$ cat src/rtl/dmem_sb_pkg.sv
// Shared types and lane helpers for the data-memory responder and its store buffer.
package arm_mem_pkg;

  localparam int IDX_W = 30;

  typedef enum logic {
    IDLE  = 1'b0,
    WRITE = 1'b1
  } drain_state_t;

  typedef struct packed {
    logic [IDX_W-1:0] idx;
    logic [31:0]      data;
    logic [3:0]       mask;
  } sb_entry_t;

  function automatic logic [3:0] lane_mask(input logic byte_acc, input logic [1:0] lane);
    return byte_acc ? (4'b0001 << lane) : 4'b1111;
  endfunction

  // Replace the lanes of base selected by mask with the matching lanes of data.
  function automatic logic [31:0] lane_merge(input logic [31:0] base,
                                             input logic [31:0] data,
                                             input logic [3:0]  mask);
    logic [31:0] r;
    for (int l = 0; l < 4; l++) begin
      r[8*l +: 8] = mask[l] ? data[8*l +: 8] : base[8*l +: 8];
    end
    return r;
  endfunction

endpackage

$ cat src/rtl/dmem_sb_store_buffer.sv
// Circular store buffer: posts stores, hands the oldest entry to the drain,
// and overlays pending stores onto a load word lane by lane.
module store_buffer
  import arm_mem_pkg::*;
#(
  parameter int SB_DEPTH = 4
) (
  input  logic             clk,
  input  logic             reset,
  input  logic             enq,
  input  sb_entry_t        enq_entry,
  input  logic             pop,
  output sb_entry_t        head_entry,
  output logic             full,
  output logic             one_left,
  output logic             empty,
  input  logic [IDX_W-1:0] fwd_idx,
  input  logic [31:0]      fwd_base,
  output logic [31:0]      fwd_word
);

  localparam int PW = $clog2(SB_DEPTH);
  localparam int CW = PW + 1;

  sb_entry_t     slots [SB_DEPTH];
  logic [PW-1:0] head;
  logic [PW-1:0] tail;
  logic [CW-1:0] count;
  logic [CW-1:0] count_next;

  assign full       = (count == CW'(SB_DEPTH));
  assign one_left   = (count == CW'(1));
  assign head_entry = slots[head];

  always_comb begin
    count_next = count;
    if (enq && !pop) begin
      count_next = count + CW'(1);
    end else if (pop && !enq) begin
      count_next = count - CW'(1);
    end
  end

  always_ff @(posedge clk or posedge reset) begin
    if (reset) begin
      head  <= '0;
      tail  <= '0;
      count <= '0;
      empty <= 1'b1;
    end else begin
      if (enq) tail <= tail + PW'(1);
      if (pop) head <= head + PW'(1);
      count <= count_next;
      empty <= (count_next == '0);
    end
  end

  // When full with a simultaneous pop, tail equals head: the head is read out
  // for the commit at this same edge, so overwriting its slot is safe.
  always_ff @(posedge clk) begin
    if (enq) slots[tail] <= enq_entry;
  end

  // Walk oldest to newest so the youngest matching store owns each lane.
  always_comb begin
    fwd_word = fwd_base;
    for (int i = 0; i < SB_DEPTH; i++) begin
      if ((CW'(i) < count) && (slots[head + PW'(i)].idx == fwd_idx)) begin
        fwd_word = lane_merge(fwd_word, slots[head + PW'(i)].data, slots[head + PW'(i)].mask);
      end
    end
  end

endmodule

$ cat src/rtl/dmem_sb.sv
// Data-memory responder: posted stores drain into a slow-write word array while
// loads are answered combinationally with byte-granular store forwarding.
module dmem_sb
  import arm_mem_pkg::*;
#(
  parameter int DEPTH        = 64,
  parameter int SB_DEPTH     = 4,
  parameter int WRITE_CYCLES = 2
) (
  input  logic        clk,
  input  logic        reset,
  input  logic        we,
  input  logic        be,
  input  logic [31:0] a,
  input  logic [31:0] wd,
  output logic [31:0] rd,
  output logic        stall,
  output logic        sb_empty,
  output logic        dbg_state
);

  localparam int IW = $clog2(DEPTH);
  localparam int WW = (WRITE_CYCLES > 1) ? $clog2(WRITE_CYCLES) : 1;

  logic [31:0]      mem [DEPTH];
  drain_state_t     state;
  logic [WW-1:0]    w;
  logic             full;
  logic             one_left;
  logic             pop;
  logic             enq;
  sb_entry_t        head;
  sb_entry_t        new_entry;
  logic [IDX_W-1:0] a_idx;
  logic [31:0]      arr_word;
  logic [31:0]      fwd_word;
  logic [7:0]       lane_byte;
  logic             unused_bits;

  assign a_idx       = IDX_W'(a[IW+1:2]);
  assign arr_word    = mem[a_idx[IW-1:0]];
  assign unused_bits = ^{a[31:IW+2], head.idx[IDX_W-1:IW]};

  assign new_entry = '{idx:  a_idx,
                       data: be ? {4{wd[7:0]}} : wd,
                       mask: lane_mask(be, a[1:0])};

  // Handshake: a store is taken at a rising edge when we=1 and stall=0; while
  // stall=1 the core holds we/a/wd/be steady. A pop frees a slot in the same
  // cycle, so a stalled store always gets in on the next pop cycle.
  assign pop   = (state == WRITE) && (w == WW'(WRITE_CYCLES - 1));
  assign enq   = we && (!full || pop);
  assign stall = we && full && !pop;

  assign dbg_state = state;

  store_buffer #(
    .SB_DEPTH(SB_DEPTH)
  ) u_sb (
    .clk       (clk),
    .reset     (reset),
    .enq       (enq),
    .enq_entry (new_entry),
    .pop       (pop),
    .head_entry(head),
    .full      (full),
    .one_left  (one_left),
    .empty     (sb_empty),
    .fwd_idx   (a_idx),
    .fwd_base  (arr_word),
    .fwd_word  (fwd_word)
  );

  // A store arriving while idle starts the drain at the same edge it is posted.
  always_ff @(posedge clk or posedge reset) begin
    if (reset) begin
      state <= IDLE;
      w     <= '0;
    end else begin
      case (state)
        IDLE: begin
          if (enq || !sb_empty) begin
            state <= WRITE;
            w     <= '0;
          end
        end
        WRITE: begin
          if (pop) begin
            w     <= '0;
            state <= (!one_left || enq) ? WRITE : IDLE;
          end else begin
            w <= w + WW'(1);
          end
        end
        default: begin
          state <= IDLE;
          w     <= '0;
        end
      endcase
    end
  end

  always_ff @(posedge clk) begin
    if (pop) begin
      mem[head.idx[IW-1:0]] <= lane_merge(mem[head.idx[IW-1:0]], head.data, head.mask);
    end
  end

  always_comb begin
    case (a[1:0])
      2'd1:    lane_byte = fwd_word[15:8];
      2'd2:    lane_byte = fwd_word[23:16];
      2'd3:    lane_byte = fwd_word[31:24];
      default: lane_byte = fwd_word[7:0];
    endcase
    rd = be ? {24'b0, lane_byte} : fwd_word;
  end

endmodule

$ cat config.mk
export PLATFORM = sky130hd
export DESIGN_NAME = dmem_sb
export DESIGN_NICKNAME = d
export VERILOG_FILES = /design/src/rtl/dmem_sb_pkg.sv /design/src/rtl/dmem_sb_store_buffer.sv /design/src/rtl/dmem_sb.sv
export SDC_FILE = /design/constraint.sdc
export NUM_CORES = 2
export LEC_CHECK = 0
export CAP_MARGIN = 20
export CORE_AREA = 5 5 451 453
export DETAILED_ROUTE_END_ITERATION = 16
export DIE_AREA = 0 0 456 458
export GPL_TIMING_DRIVEN = 1
export PLACE_DENSITY = 0.65
export SLEW_MARGIN = 20
export SYNTH_ARGS = -nofsm -noshare
export SYNTH_HDL_FRONTEND = slang
export SYNTH_HIERARCHICAL = 1
export SYNTH_SLANG_ARGS = --single-unit
$ cat constraint.sdc
create_clock -name clk -period 9.4 [get_ports clk]
set_input_delay 1.41 -clock clk [delete_from_list [all_inputs] [get_ports clk]]
set_output_delay 1.41 -clock clk [all_outputs]
set_load 0.03 [all_outputs]
==> impl_metrics.py <==
metrics = {
    "outcome": {
        "status": "completed",
    },
    "synthesis": {
        "syn_inst": 5579,
        "syn_area_um2": 98600,
        "yosys_warnings": 6,
        "synth.avg_cell_area_um2": 17.7,
    },
    "sta": {
        "fin_ws_ps": 585,
        "maxSlewHeadroom_pct": 22.7,
        "drv_slew": 0,
        "setup_viol": 0,
        "finalHoldViolations": 0,
        "finalCritPeriodShare_pct": 93.8,
        "clock_skew_ps": 56.8,
        "fmax_mhz": 113,
        "setup_tns_ps": 0,
        "worstMarginPinSlew_ps": 1160,
        "fin_crit_ps": 8810,
        "grt_setup_unrepaired": "false",
    },
    "floorplan": {
        "core_area_um2": 199000,
        "die_height_um": 458,
        "fp-row-count": 164,
        "start_util_pct": 49.6,
        "die_area_um2": 209000,
        "die_w_um": 456,
        "io_pins": 103,
    },
    "global_routing": {
        "antenna_found_initial": 29,
        "grt_pass1_wl_mm": 389,
        "grt_max_degree": 157,
        "grt_pass1_vias": 52900,
        "track_usage_pct": 25.9,
        "grt_remaining_overflow": 0,
    },
    "setup_path": {
        "slowest_delay_ps": 1040,
        "critPathMaxFanout": 54,
        "worst_path_max_delay_cell": "dfrtp_4",
        "path_cells": "buf_4 > mux2i_1 > o22ai_1 > or3_1 > a2111oi_0 > and4bb_1 > buf_4 > nand2_2 > buf_4 > or4_1 > a221o_1 > o21ai_1 > o21ai_0 > a21oi_1 > clkdlybuf4s50_1",
        "path_buf_inv": 4,
        "path_common_cell": "buf_4",
        "critPathRequiredTime_ps": 7990,
        "startpoint_type": "register",
        "path_class": "register to output pin",
        "crit_path_end_kind": "output pin",
        "arrival_ps": 7400,
        "cp_top_family": "buffers and inverters",
    },
    "detailed_routing": {
        "dr.pass1.iters": 6,
        "vias": 54800,
        "drc": 0,
        "initialDrtViolationCount": 7223,
        "routed_wl_mm": 275,
        "vias_per_cell": 6.32,
        "wl_per_cell_um": 31.8,
        "met2_length_mm": 124,
        "top_layer": "met5",
        "drt-met1-wl_mm": 106,
        "wl_met3_mm": 31.9,
        "postRouteAntennaNets": 0,
    },
    "clock_network": {
        "clockBufferDepth": 3,
        "holdBufCountCts": 0,
        "numCtsBuffers": 225,
        "cts_setup_buffers": 0,
        "clk_latency_ps": 890,
        "path_clk_slew_ps": 60,
        "cts_tree": "yes",
        "root_buffer": "clkbuf_16",
        "cts_resized": 0,
        "cts_max_level": 4,
        "clkSinkCount": 2322,
    },
    "place": {
        "placement.setup.worst_slack_ps": 1430,
        "gp_congestion": 0.949,
        "hpwl_mm": 177,
        "portBuffers": 78,
    },
    "power_and_ir_drop": {
        "p_int_mw": 20.9,
        "p_leak_nw": 35.6,
        "p_sw_mw": 9.78,
        "clockPowerShare_pct": 29.2,
        "ir_worst_vdd_mv": 0.299,
        "finalPower_mw": 30.7,
        "power_density_nw_per_um2": 278,
        "power_frac_comb_pct": 24.4,
        "switching_share_pct": 31.9,
        "seqPwrFrac_pct": 46.4,
    },
    "worst_hold_path": {
        "hp-class": "register to register",
    },
    "final_layout": {
        "drive_above_1_share_pct": 18.7,
        "areaGrowthSynthToFinish_pct": 11.8,
        "layout.nets": 5868,
        "nFillCells": 15100,
    },
    "job": {
        "drv_cap": 0,
    },
}
## worst reg2reg max path: cells and delay by family (launching register included)
family / cells / cell delay, ps
buffers and inverters: 1 / 230
AND/OR/NAND/NOR: 3 / 2810
flip-flops: 1 / 1040
multiplexers: 2 / 760
## state kept, by name (all words and copies together), names as in the netlist
register / flops
u_sb/slots: 264
u_sb/head: 2
mem: 2048
u_sb/count: 3
dbg_state: 1
u_sb/tail: 2
w: 1
u_sb/empty: 1
## final cells by class
cell class                      instances  area (um2)  share of cell area (%)
Clock buffer                          289        5960                    5.41
Multi-Input combinational cell       2968       27600                    25.0
Timing Repair Buffer                  226        2050                    1.86
Antenna cell                           24        60.1                  0.0545
Sequential cell                      2322       69700                    63.3
Tap cell                             2656        3320                    3.02
Clock inverter                        133        1300                    1.18
Inverter                               49         186                   0.169
## placed cells by master (no fill, tap or decap), types with 56 or more instances in the layout
master,count
a21oi_1,159
nor2_1,411
mux4_2,469
mux2_2,92
clkdlybuf4s50_1,71
conb_1,131
edfxtp_1,2312
clkbuf_16,229
nand2_1,269
o22ai_1,104
clkbuf_1,60
o21ai_0,90
mux2i_1,435
clkinv_1,56
xnor2_1,94
buf_4,136
## worst paths after layout
check / start / to / slack (ps) / depth (start not counted)
hold reg to reg: u_sb/tail[0] / u_sb/tail[0] / 540 / 1
max in group asynchronous: reset / u_sb/head[1] / 8140 / 2
min in group asynchronous: reset / w / 750 / 2
hold / removal: u_sb/tail[0] / u_sb/tail[0] / 540 / 1
setup / recovery: u_sb/head[1] / rd[3] / 590 / 15
setup reg to reg: u_sb/head[1] / mem[48][17] / 4180 / 6
## power groups by stage
stage | Clock, mW | Sequential [mW] | Combinational [mW]
global route | 9.47 | 14.3 | 7.89
detailed placement | 0 | 14.4 | 7.38
global placement | 0 | 14.4 | 7.17
finish | 8.94 | 14.2 | 7.50
floorplan | 0 | 14.4 | 4.57
CTS | 9.05 | 14.2 | 7.39
## through the flow
| step | hold slack, ps | area [um2] | util [%] | instances |
|---|---|---|---|---|
| final | 540 | 110000 | 55.4 | 8667 |
| after detailed placement | 530 | 103000 | 51.7 | 8221 |
| after global placement | 508 | 103000 | 51.7 | 8221 |
| after CTS | 539 | 110000 | 55.4 | 8643 |
| after global routing | 563 | 110000 | 55.4 | 8648 |
| after floorplan | 494 | 99100 | - | 5709 |
## metal layers
layer	vias up	global-route usage [%]
met2	3089	38.6
met5	-	0.482
met4	24	11.2
li1	22900	-
met1	28200	35.7
met3	580	7.80
No activity file was read; power rests on OpenSTA's default activity.
